## config.mk

```make
export PLATFORM = sky130hd
export DESIGN_NAME = uart_tx_sched_flat
export DESIGN_NICKNAME = d
export VERILOG_FILES = /design/src/rtl/uart_tx_sched_pkg.sv /design/src/rtl/uart_tx_sched_if.sv /design/src/rtl/uart_tx_sched_rr_arbiter.sv /design/src/rtl/uart_tx_sched.sv /design/src/flat_wrapper.sv
export SDC_FILE = /design/constraint.sdc
export NUM_CORES = 1
export LEC_CHECK = 0
export ABC_CLOCK_PERIOD_IN_PS = 6500
export BUFFER_PORTS_ARGS = -buffer_cell sky130_fd_sc_hd__buf_2
export CORE_ASPECT_RATIO = 0.8
export CORE_MARGIN = 2
export CORE_UTILIZATION = 51
export DETAILED_ROUTE_END_ITERATION = 6
export GPL_ROUTABILITY_DRIVEN = 1
export PLACE_DENSITY = 0.85
export SYNTH_ARGS = -nofsm -noshare
export SYNTH_HDL_FRONTEND = slang
export SYNTH_SLANG_ARGS = --single-unit
```

## constraint.sdc

```tcl
create_clock -name tx_clk -period 6.5 [get_ports tx_clk]
set_input_delay 1.3 -clock tx_clk [delete_from_list [all_inputs] [get_ports tx_clk]]
set_output_delay 1.3 -clock tx_clk [all_outputs]
set_load 0.005 [all_outputs]
```

## src/rtl/uart_tx_sched_pkg.sv

```systemverilog
// Shared types and constants for the uart_tx request scheduler.
package uart_tx_sched_pkg;

  localparam int unsigned LEN_MIN = 5;
  localparam int unsigned LEN_MAX = 8;
  localparam int unsigned CFG_W   = 7;

  typedef enum logic [2:0] {
    ST_IDLE,
    ST_LAUNCH,
    ST_WAIT,
    ST_CFGERR,
    ST_GAP
  } sched_state_t;

  typedef struct packed {
    logic       stop2;
    logic       parity_en;
    logic       parity_type;
    logic [3:0] length;
  } uart_cfg_t;

  function automatic logic len_ok(input logic [3:0] len);
    return (32'(len) >= LEN_MIN) && (32'(len) <= LEN_MAX);
  endfunction

endpackage

```

## src/rtl/uart_tx_sched_if.sv

```systemverilog
// Requester-side bundle: per-requester byte, frame config, handshake and completion.
interface uart_tx_sched_if #(
  parameter int unsigned NUM_REQ = 4
) ();
  import uart_tx_sched_pkg::*;

  logic [NUM_REQ-1:0]       req_valid;
  logic [NUM_REQ*8-1:0]     req_data;
  logic [NUM_REQ*CFG_W-1:0] req_cfg;
  logic [NUM_REQ-1:0]       req_ready;
  logic [NUM_REQ-1:0]       frame_done;

  modport master (
    output req_valid, req_data, req_cfg,
    input  req_ready, frame_done
  );

  modport slave (
    input  req_valid, req_data, req_cfg,
    output req_ready, frame_done
  );

endinterface

```

## src/rtl/uart_tx_sched_rr_arbiter.sv

```systemverilog
// Round-robin pick: first valid index strictly after ptr, wrapping.
module uart_rr_arbiter #(
  parameter int unsigned NUM_REQ = 4,
  parameter int unsigned IDW     = $clog2(NUM_REQ)
) (
  input  logic [NUM_REQ-1:0] valid,
  input  logic [IDW-1:0]     ptr,
  output logic [NUM_REQ-1:0] grant,
  output logic [IDW-1:0]     idx,
  output logic               any
);

  logic [IDW-1:0] pos;

  always_comb begin
    grant = '0;
    idx   = '0;
    any   = 1'b0;
    pos   = '0;
    for (int unsigned k = 1; k <= NUM_REQ; k++) begin
      pos = IDW'((32'(ptr) + k) % NUM_REQ);
      if (!any && valid[pos]) begin
        any        = 1'b1;
        idx        = pos;
        grant[pos] = 1'b1;
      end
    end
  end

endmodule

```

## src/rtl/uart_tx_sched.sv

```systemverilog
// Shares one uart_tx among NUM_REQ requesters: round-robin grant, config check,
// start pulse, hold-until-done and a watchdog that aborts stuck frames.
module uart_tx_sched
  import uart_tx_sched_pkg::*;
#(
  parameter int unsigned NUM_REQ    = 4,
  parameter int unsigned TIMEOUT    = 64,
  parameter int unsigned GAP_CYCLES = 1
) (
  input  logic                       tx_clk,
  input  logic                       rst_n,
  uart_tx_sched_if.slave             req,
  output logic                       uart_start,
  output logic [7:0]                 uart_data,
  output logic [3:0]                 uart_length,
  output logic                       uart_parity_type,
  output logic                       uart_parity_en,
  output logic                       uart_stop2,
  input  logic                       uart_done,
  output logic                       uart_abort,
  output logic [$clog2(NUM_REQ)-1:0] grant_id,
  output logic                       busy,
  output logic                       cfg_err,
  output logic                       timeout_err,
  output logic                       err_sticky,
  input  logic                       err_clr
);

  localparam int unsigned IDW = $clog2(NUM_REQ);
  localparam int unsigned WDW = $clog2(TIMEOUT + 1);
  localparam int unsigned GW  = $clog2(GAP_CYCLES + 1);

  sched_state_t       state, state_n;
  logic [IDW-1:0]     ptr, pick_idx;
  logic [NUM_REQ-1:0] pick_onehot, done_vec;
  logic               pick_any, done_hit, expire;
  logic [WDW-1:0]     wd_cnt;
  logic [GW-1:0]      gap_cnt;
  uart_cfg_t          sel_cfg;
  logic [7:0]         sel_data;

  uart_rr_arbiter #(.NUM_REQ(NUM_REQ), .IDW(IDW)) u_arb (
    .valid (req.req_valid),
    .ptr   (ptr),
    .grant (pick_onehot),
    .idx   (pick_idx),
    .any   (pick_any)
  );

  assign sel_data = req.req_data[32'(pick_idx)*8 +: 8];
  assign sel_cfg  = uart_cfg_t'(req.req_cfg[32'(pick_idx)*CFG_W +: CFG_W]);
  assign done_hit = (state == ST_WAIT) && uart_done;
  assign expire   = (state == ST_WAIT) && !uart_done && (wd_cnt == WDW'(TIMEOUT - 1));

  // Handshake and completion strobes are same-cycle; held off while reset is asserted.
  assign req.req_ready  = (rst_n && state == ST_IDLE) ? pick_onehot : '0;
  assign req.frame_done = done_vec;
  assign timeout_err    = rst_n && expire;
  assign uart_abort     = rst_n && expire;

  always_comb begin
    done_vec = '0;
    if (rst_n && done_hit) done_vec[grant_id] = 1'b1;
  end

  always_comb begin
    state_n = state;
    case (state)
      ST_IDLE:   if (pick_any) state_n = len_ok(sel_cfg.length) ? ST_LAUNCH : ST_CFGERR;
      ST_LAUNCH: state_n = ST_WAIT;
      ST_WAIT:   if (uart_done || expire) state_n = ST_GAP;
      ST_CFGERR: state_n = ST_GAP;
      ST_GAP:    if (gap_cnt == GW'(GAP_CYCLES - 1)) state_n = ST_IDLE;
      default:   state_n = ST_IDLE;
    endcase
  end

  always_ff @(posedge tx_clk) begin
    if (!rst_n) state <= ST_IDLE;
    else        state <= state_n;
  end

  // Registered outputs are decoded from the next state so they line up with it.
  always_ff @(posedge tx_clk) begin
    if (!rst_n) begin
      ptr              <= IDW'(NUM_REQ - 1);
      grant_id         <= '0;
      uart_start       <= 1'b0;
      uart_data        <= '0;
      uart_length      <= '0;
      uart_parity_type <= 1'b0;
      uart_parity_en   <= 1'b0;
      uart_stop2       <= 1'b0;
      busy             <= 1'b0;
      cfg_err          <= 1'b0;
      err_sticky       <= 1'b0;
      wd_cnt           <= '0;
      gap_cnt          <= '0;
    end else begin
      uart_start <= (state_n == ST_LAUNCH);
      cfg_err    <= (state_n == ST_CFGERR);
      busy       <= (state_n != ST_IDLE);
      wd_cnt     <= (state == ST_WAIT) ? wd_cnt + WDW'(1) : '0;
      gap_cnt    <= (state == ST_GAP) ? gap_cnt + GW'(1) : '0;
      if (state == ST_IDLE && pick_any) begin
        grant_id <= pick_idx;
        ptr      <= pick_idx;
        if (state_n == ST_LAUNCH) begin
          uart_data        <= sel_data;
          uart_length      <= sel_cfg.length;
          uart_parity_type <= sel_cfg.parity_type;
          uart_parity_en   <= sel_cfg.parity_en;
          uart_stop2       <= sel_cfg.stop2;
        end
      end
      if (cfg_err || expire) err_sticky <= 1'b1;
      else if (err_clr)      err_sticky <= 1'b0;
    end
  end

endmodule
```

## src/flat_wrapper.sv

```systemverilog
// flat-port wrapper written by rule: the top's interface ports become plain ports
module uart_tx_sched_flat import uart_tx_sched_pkg::*;
#(
  parameter int unsigned NUM_REQ    = 4,
  parameter int unsigned TIMEOUT    = 64,
  parameter int unsigned GAP_CYCLES = 1
)
  (tx_clk, rst_n, uart_start, uart_data, uart_length, uart_parity_type, uart_parity_en, uart_stop2, uart_done, uart_abort, grant_id, busy, cfg_err, timeout_err, err_sticky, err_clr, req_req_valid, req_req_data, req_req_cfg, req_req_ready, req_frame_done);
  uart_tx_sched_if #(.NUM_REQ(NUM_REQ)) req_i ();
  input  logic tx_clk;
  input  logic rst_n;
  output logic uart_start;
  output logic [7:0] uart_data;
  output logic [3:0] uart_length;
  output logic uart_parity_type;
  output logic uart_parity_en;
  output logic uart_stop2;
  input  logic uart_done;
  output logic uart_abort;
  output logic [$clog2(NUM_REQ)-1:0] grant_id;
  output logic busy;
  output logic cfg_err;
  output logic timeout_err;
  output logic err_sticky;
  input  logic err_clr;
  input wire logic [$bits(req_i.req_valid)-1:0] req_req_valid;
  input wire logic [$bits(req_i.req_data)-1:0] req_req_data;
  input wire logic [$bits(req_i.req_cfg)-1:0] req_req_cfg;
  output wire logic [$bits(req_i.req_ready)-1:0] req_req_ready;
  output wire logic [$bits(req_i.frame_done)-1:0] req_frame_done;
  assign req_i.req_valid = req_req_valid;
  assign req_i.req_data = req_req_data;
  assign req_i.req_cfg = req_req_cfg;
  assign req_req_ready = req_i.req_ready;
  assign req_frame_done = req_i.frame_done;
  uart_tx_sched #(.NUM_REQ(NUM_REQ), .TIMEOUT(TIMEOUT), .GAP_CYCLES(GAP_CYCLES)) u_core (.tx_clk(tx_clk), .rst_n(rst_n), .req(req_i), .uart_start(uart_start), .uart_data(uart_data), .uart_length(uart_length), .uart_parity_type(uart_parity_type), .uart_parity_en(uart_parity_en), .uart_stop2(uart_stop2), .uart_done(uart_done), .uart_abort(uart_abort), .grant_id(grant_id), .busy(busy), .cfg_err(cfg_err), .timeout_err(timeout_err), .err_sticky(err_sticky), .err_clr(err_clr));
endmodule
```

==> results.tsv, run 1 <==
metric	value	unit
final.setup.tns	0	ps
fin_util	0.667	
outcome	completed	
arrival	4730	ps
synth_commonest_cells	nand2_1 (39), dfxtp_1 (34), nor2_1 (29)	
synth_edf_count	0	
synth_cells	230	
hold_viol	0	
rr_endpoint	u_core.uart_data[3]	
start_util	0.533	
dieWidth	77.9	microns
wl_met3	353	microns
critPathKind	reg -> reg	
cts_buffer_depth	2	
worst_setup_path_start_kind	flop	
r2r_cells	11	
fin_hold_ws	459	ps
ys_warn_count	0	
cts_tree	built	
fp-row-count	21	
rsz0062_at_grt	false	
drcViolationCount	0	
r2r_start	u_core.ptr[0]	
setup_violations	0	
critPathTopFamily	compound AO/OA/AOI/OAI gates	
antenna_found_initial	0	
clkTransAtPathRegs	70	ps
top_layer_used	met4	
p_per_area	516	nW/um^2
yosys.area.top_type_share	0.306	
grt_max_degree	38	
syn-cell-area	2230	sq um
hold_end	u_core.uart_data[7]	
clk-insertion-delay-late	300	ps
r2r_slack	1980	ps
syn_to_final_growth	25.1	%
finClkSkew	9.33	ps
die_area	4910	sq um
hp-start	u_core.uart_data[7]	
synth_ff_type	dfxtp_1	
core	4180	sq um
n_fill_cell	335	
fin_crit_sh	0.696	
grtUsageTotal	0.230	
timing.slew.headroom	0.257	
top_level_ports	99	
cts_hold_buf	0	
viasPerCell	5.49	
ys_ff_latch	34	
ir_drop	454	uV
drt-met1-wl	2.34	mm
ctsResizeCount	0	
grt_pass1_vias	1932	
nets	397	
initialDrtViolationCount	129	
wl	5.45	mm
fin_cells	380	
max_cap_violations	0	
antennaDiodeCount	0	
synth_area_leaders	dfxtp_1 (31%), mux4_2 (15%), mux2i_1 (12%)	
path_cells	inv_1, ha_1, mux4_2, nor3_1, and2_1, o31a_4, mux2i_1, mux2i_1, o211a_1, o21ai_4, mux2i_1	
clockRootBuffer	clkbuf_8	
ys_types	44	
leakagePower	0.00141	uW
min_path_type	reg -> reg	
post-synth-top-count-cell	nand2_1	
final_max_slew_viol_count	0	
wire_per_inst	14.3	microns
ys_seq_area_frac	0.306	
cts.sinks	34	
drtAntennaViolNets	0	
crit_path_max_fanout	21	
place_worst_setup_slack	1810	ps
syn_nets	305	
htreeDepth	2	
cp.required	6700	ps
layout-drive-gt1-share	0.393	
cts_setup_buffers	0	
dpl.hpwl	4.13	mm
crit_path_end_kind	flop	
firstDrtPassIters	4	
syn_avg_cell_area	9.68	sq um
die_h	63.1	microns
portBuffers	98	
fin_crit	4520	ps
tightest_slew	1110	ps
grt_overflow	0	
gp_congestion	0.833	
vias	2085	
numCtsBuffers	5	
setup_slack	1980	ps
synth_top_area_cell	dfxtp_1	
cp_slowest_cell	dfxtp_1	
fmax	0.221	GHz
critPathMaxStageDelay	740	ps
async_flop_share	0	
critPathMostFrequentCell	mux2i_1	
met2_length	2.58	mm
dpl.cell_count	372	
whs_path_depth	2	
grt_pass1_wl	8.86	mm
path_buf_inv	1	
[sequential cells by signal (all words and copies together), names as in the netlist, 2 cells and up]
| name | flops |
|---|---|
| u_core.wd_cnt | 7 |
| u_core.ptr | 2 |
| u_core.uart_length | 4 |
| u_core.state | 3 |
| u_core.uart_data | 8 |
| u_core.grant_id | 2 |
[logic make-up after synthesis]
group / Yosys count / share of synthesized area
AO/OA/AOI/OAI: 29 / 0.109
AND/OR/NAND/NOR: 91 / 0.185
XOR/XNOR: 5 / 0.0197
multiplexers: 45 / 0.288
flip-flops: 34 / 0.306
adder cells (fa/ha/maj): 7 / 0.0393
buffers and inverters: 19 / 0.0523
[metrics by stage]
step	total power (uW)	cell area (sq um)
global placement	1240	2690
detailed placement	1270	2690
global route	1550	2790
finish	1440	2790
floorplan	1110	2230
CTS	1440	2790
[routing by layer]
metal | GRT usage | up-vias
met1 | 0.290 | 953
met4 | 0.127 | 0
met2 | 0.366 | 94
li1 | - | 1021
met5 | 0 | -
met3 | 0.0530 | 17
[tightest hold or removal path, stage by stage, from the launching register on]
cell	delay, ps
dfxtp_1	300
nand2_1	50
mux2i_1	60
[power by group]
part,switching [uW],internal (uW)
Clock,75.8,85.4
Combinational,480,445
Sequential,65.6,284
Total,622,815
[layout make-up]
| type | count | area, sq um | share of cell area |
|---|---|---|---|
| tap | 57 | 71.3 | 0.0256 |
| sequential | 34 | 681 | 0.244 |
| clock buffer | 7 | 86.3 | 0.0310 |
| multi-input combinational | 177 | 1430 | 0.513 |
| inverter | 6 | 22.5 | 0.00809 |
| clock inverter | 1 | 5.00 | 0.00180 |
| timing repair buffer | 98 | 490 | 0.176 |
[cells in the final DEF, fill, tap and decap left out, types with 4 or more instances in the layout]
cell type,instances
a221oi_1,4
nand2_1,39
mux4_2,15
nor2_1,29
ha_1,7
buf_2,98
a21oi_1,4
inv_1,4
mux2i_1,27
a22oi_1,4
clkbuf_8,6
dfxtp_1,34
nand3_1,5
o21ai_0,6
[worst max path at each step]
stage                startpoint                  end  slack, ps  depth (start not counted)
5_1_grt           u_core.ptr[0]  u_core.uart_data[3]       1610                         11
6_report          u_core.ptr[0]  u_core.uart_data[3]       1980                         11
4_1_cts           u_core.ptr[0]  u_core.uart_data[3]       1990                         10
3_3_place_gp   req_req_valid[0]    u_core.uart_stop2       1940                          9
3_5_place_dp   req_req_valid[2]  u_core.uart_data[2]       1810                         10
2_1_floorplan  req_req_valid[1]  u_core.uart_data[1]       2500                         11
Power figures use the tool's default switching activity.
==> run 2: changes to the inputs <==
ABC_CLOCK_PERIOD_IN_PS = 3600   (was 6500)
CORE_UTILIZATION = 43   (was 51)
PLACE_DENSITY = 0.77   (was 0.85)
clock period = 3.6 ns   (was 6.5 ns; I/O delays follow)
==> run 2 against run 1 <==
  * Global-route usage fell by 4.8 points
  * Sequential power grew 71%
  * First-iteration DRC count decreased by 29%
  * Combinational power grew 99%
  * Hold slack got worse by 0.54 ps
  * Critical endpoint is now u_core.uart_parity_type
  * Largest cell class unchanged
==> results.tsv, run 2 (synthesis gave the netlist of run 1 again) <==
metric	value	unit	change
cp.required	3800	ps	-2900 ps
grt_overflow	0		unchanged
worst_setup_path_start_kind	flop		
antenna_found_initial	0		unchanged
crit_path_max_fanout	14		-33%
p_per_area	937	nW/um^2	+82%
arrival	3490	ps	-1240 ps
antennaDiodeCount	0		unchanged
core	5010	sq um	+20%
final_max_slew_viol_count	0		unchanged
clockRootBuffer	clkbuf_8		
wire_per_inst	13.9	microns	-3.3%
portBuffers	98		unchanged
dieWidth	84.4	microns	+8.5%
largest_register	u_core.uart_data		
fin_crit	3290	ps	-1230 ps
fin_hold_ws	459	ps	-0.542 ps
crit_path_end_kind	flop		
initialDrtViolationCount	92		-29%
syn_to_final_growth	29.1	%	
drtAntennaViolNets	0		unchanged
max_cap_violations	0		unchanged
clk-insertion-delay-late	280	ps	-20 ps
fp-row-count	23		+9.5%
fin_area	2870	sq um	+3.2%
tightest_slew	604	ps	-511 ps
r2r_slack	310	ps	-1670 ps
fmax	0.304	GHz	+38%
hold_viol	0		unchanged
critPathMostFrequentCell	mux2i_1		
timing.slew.headroom	0.592		+0.336
grtUsageTotal	0.182		-0.0484
viasPerCell	5.28		-3.8%
htreeDepth	2		unchanged
finClkSkew	8.63	ps	-0.696 ps
numCtsBuffers	5		unchanged
r2r_start	u_core.ptr[1]		
leakagePower	0.00146	uW	+3.8%
path_cells	inv_1, ha_1, mux4_2, inv_2, o311a_1, o31a_4, mux2i_1, mux2i_1, o211a_1, o21ai_4, buf_12, mux2i_1		
grt_pass1_vias	1892		-2.1%
whs_path_depth	1		-1
ctsResizeCount	0		unchanged
min_path_type	reg -> reg		
ir_drop	721	uV	+59%
drcViolationCount	0		unchanged
rr_endpoint	u_core.uart_parity_type		
clkTransAtPathRegs	60	ps	about the same
gp_congestion	0.825		-0.98%
r2r_cells	12		+1
dpl.hpwl	4.41	mm	+6.8%
final_common_cell	buf_2		
nets	408		+2.8%
layout-drive-gt1-share	0.414		+0.0212
critPathMaxStageDelay	420	ps	-320 ps
vias	2086		+0.048%
grt_max_degree	29		-24%
cts_setup_buffers	0		unchanged
cts_buffer_depth	2		unchanged
largest_register_ffs	8		unchanged
final_cell_mix	buf_2 (98), nand2_1 (39), dfxtp_1 (34)		
wl	5.48	mm	+0.51%
outcome	completed		
die_h	68.4	microns	+8.3%
hp-start	u_core.wd_cnt[0]		
cts.sinks	34		unchanged
final.setup.tns	0	ps	unchanged
rsz0062_at_grt	false		
hold_end	u_core.wd_cnt[0]		
top_level_ports	99		unchanged
fin_crit_sh	0.913		+0.218
cts_tree	built		
cp_slowest_cell	o31a_4		
start_util	0.445		-0.0883
firstDrtPassIters	4		unchanged
setup_violations	0		unchanged
place_area	2800	sq um	+3.8%
die_area	5770	sq um	+17%
cts_hold_buf	0		unchanged
grt_pass1_wl	8.34	mm	-5.8%
critPathKind	reg -> reg		
largest_registers	u_core.uart_data (8), u_core.wd_cnt (7), u_core.uart_length (4)		
run 2: cell count changes in the layout (fill, tap and decap cells not counted):
cell	previous run	this run
buf_4	0	10
clkbuf_1	1	0
clkinv_2	1	2
buf_12	0	1
clkbuf_8	6	5
run 2: how the worst max path moves through the flow:
stage / startpoint / slack, ps / to
global route: u_core.ptr[1] / 100 / u_core.uart_parity_type
finish: u_core.ptr[1] / 310 / u_core.uart_parity_type
CTS: u_core.ptr[0] / 310 / u_core.uart_parity_type
floorplan: u_core.ptr[0] / 150 / u_core.uart_data[1]
detailed placement: req_req_valid[1] / 90 / u_core.uart_length[0]
global placement: req_req_valid[1] / 200 / u_core.uart_data[2]
run 2: critical path: cells and delay by family, from the launching register on:
kind,cells,cell delay [ps]
mux,4,850
fa+ha+maj,1,410
buf+inv,3,330
flops,1,330
compound gates,4,1290
run 2: power by group:
part           switching, uW  total [uW]  internal (uW)
combinational            915        1840            922
sequential              86.8         600            514
clock                    127         257            130
run 2: metal layers:
metal  track usage  vias to the layer above  part of all wire
li1              -                     1040                 -
met1         0.235                      968              0.45
met2         0.308                       73              0.48
met3        0.0422                        5             0.063
met4        0.0575                        0            0.0093
met5             0                        -                 0
run 2: stage by stage:
step                 util  power (uW)  worst slack [ps]  cells
finish              0.574        2690               312    395
global route        0.574        2890              96.3    395
CTS                 0.574        2710               311    395
detailed placement  0.558        2450              87.4    388
global placement    0.558        2390               205    388
floorplan               -        2010               152    230
run 2: layout make-up:
type	instances	area (sq um)
sequential	34	681
multi-input combinational	177	1430
clock inverter	2	10.0
timing repair buffer	109	586
inverter	6	22.5
tap	62	77.6
clock buffer	5	68.8
fill	470	2130
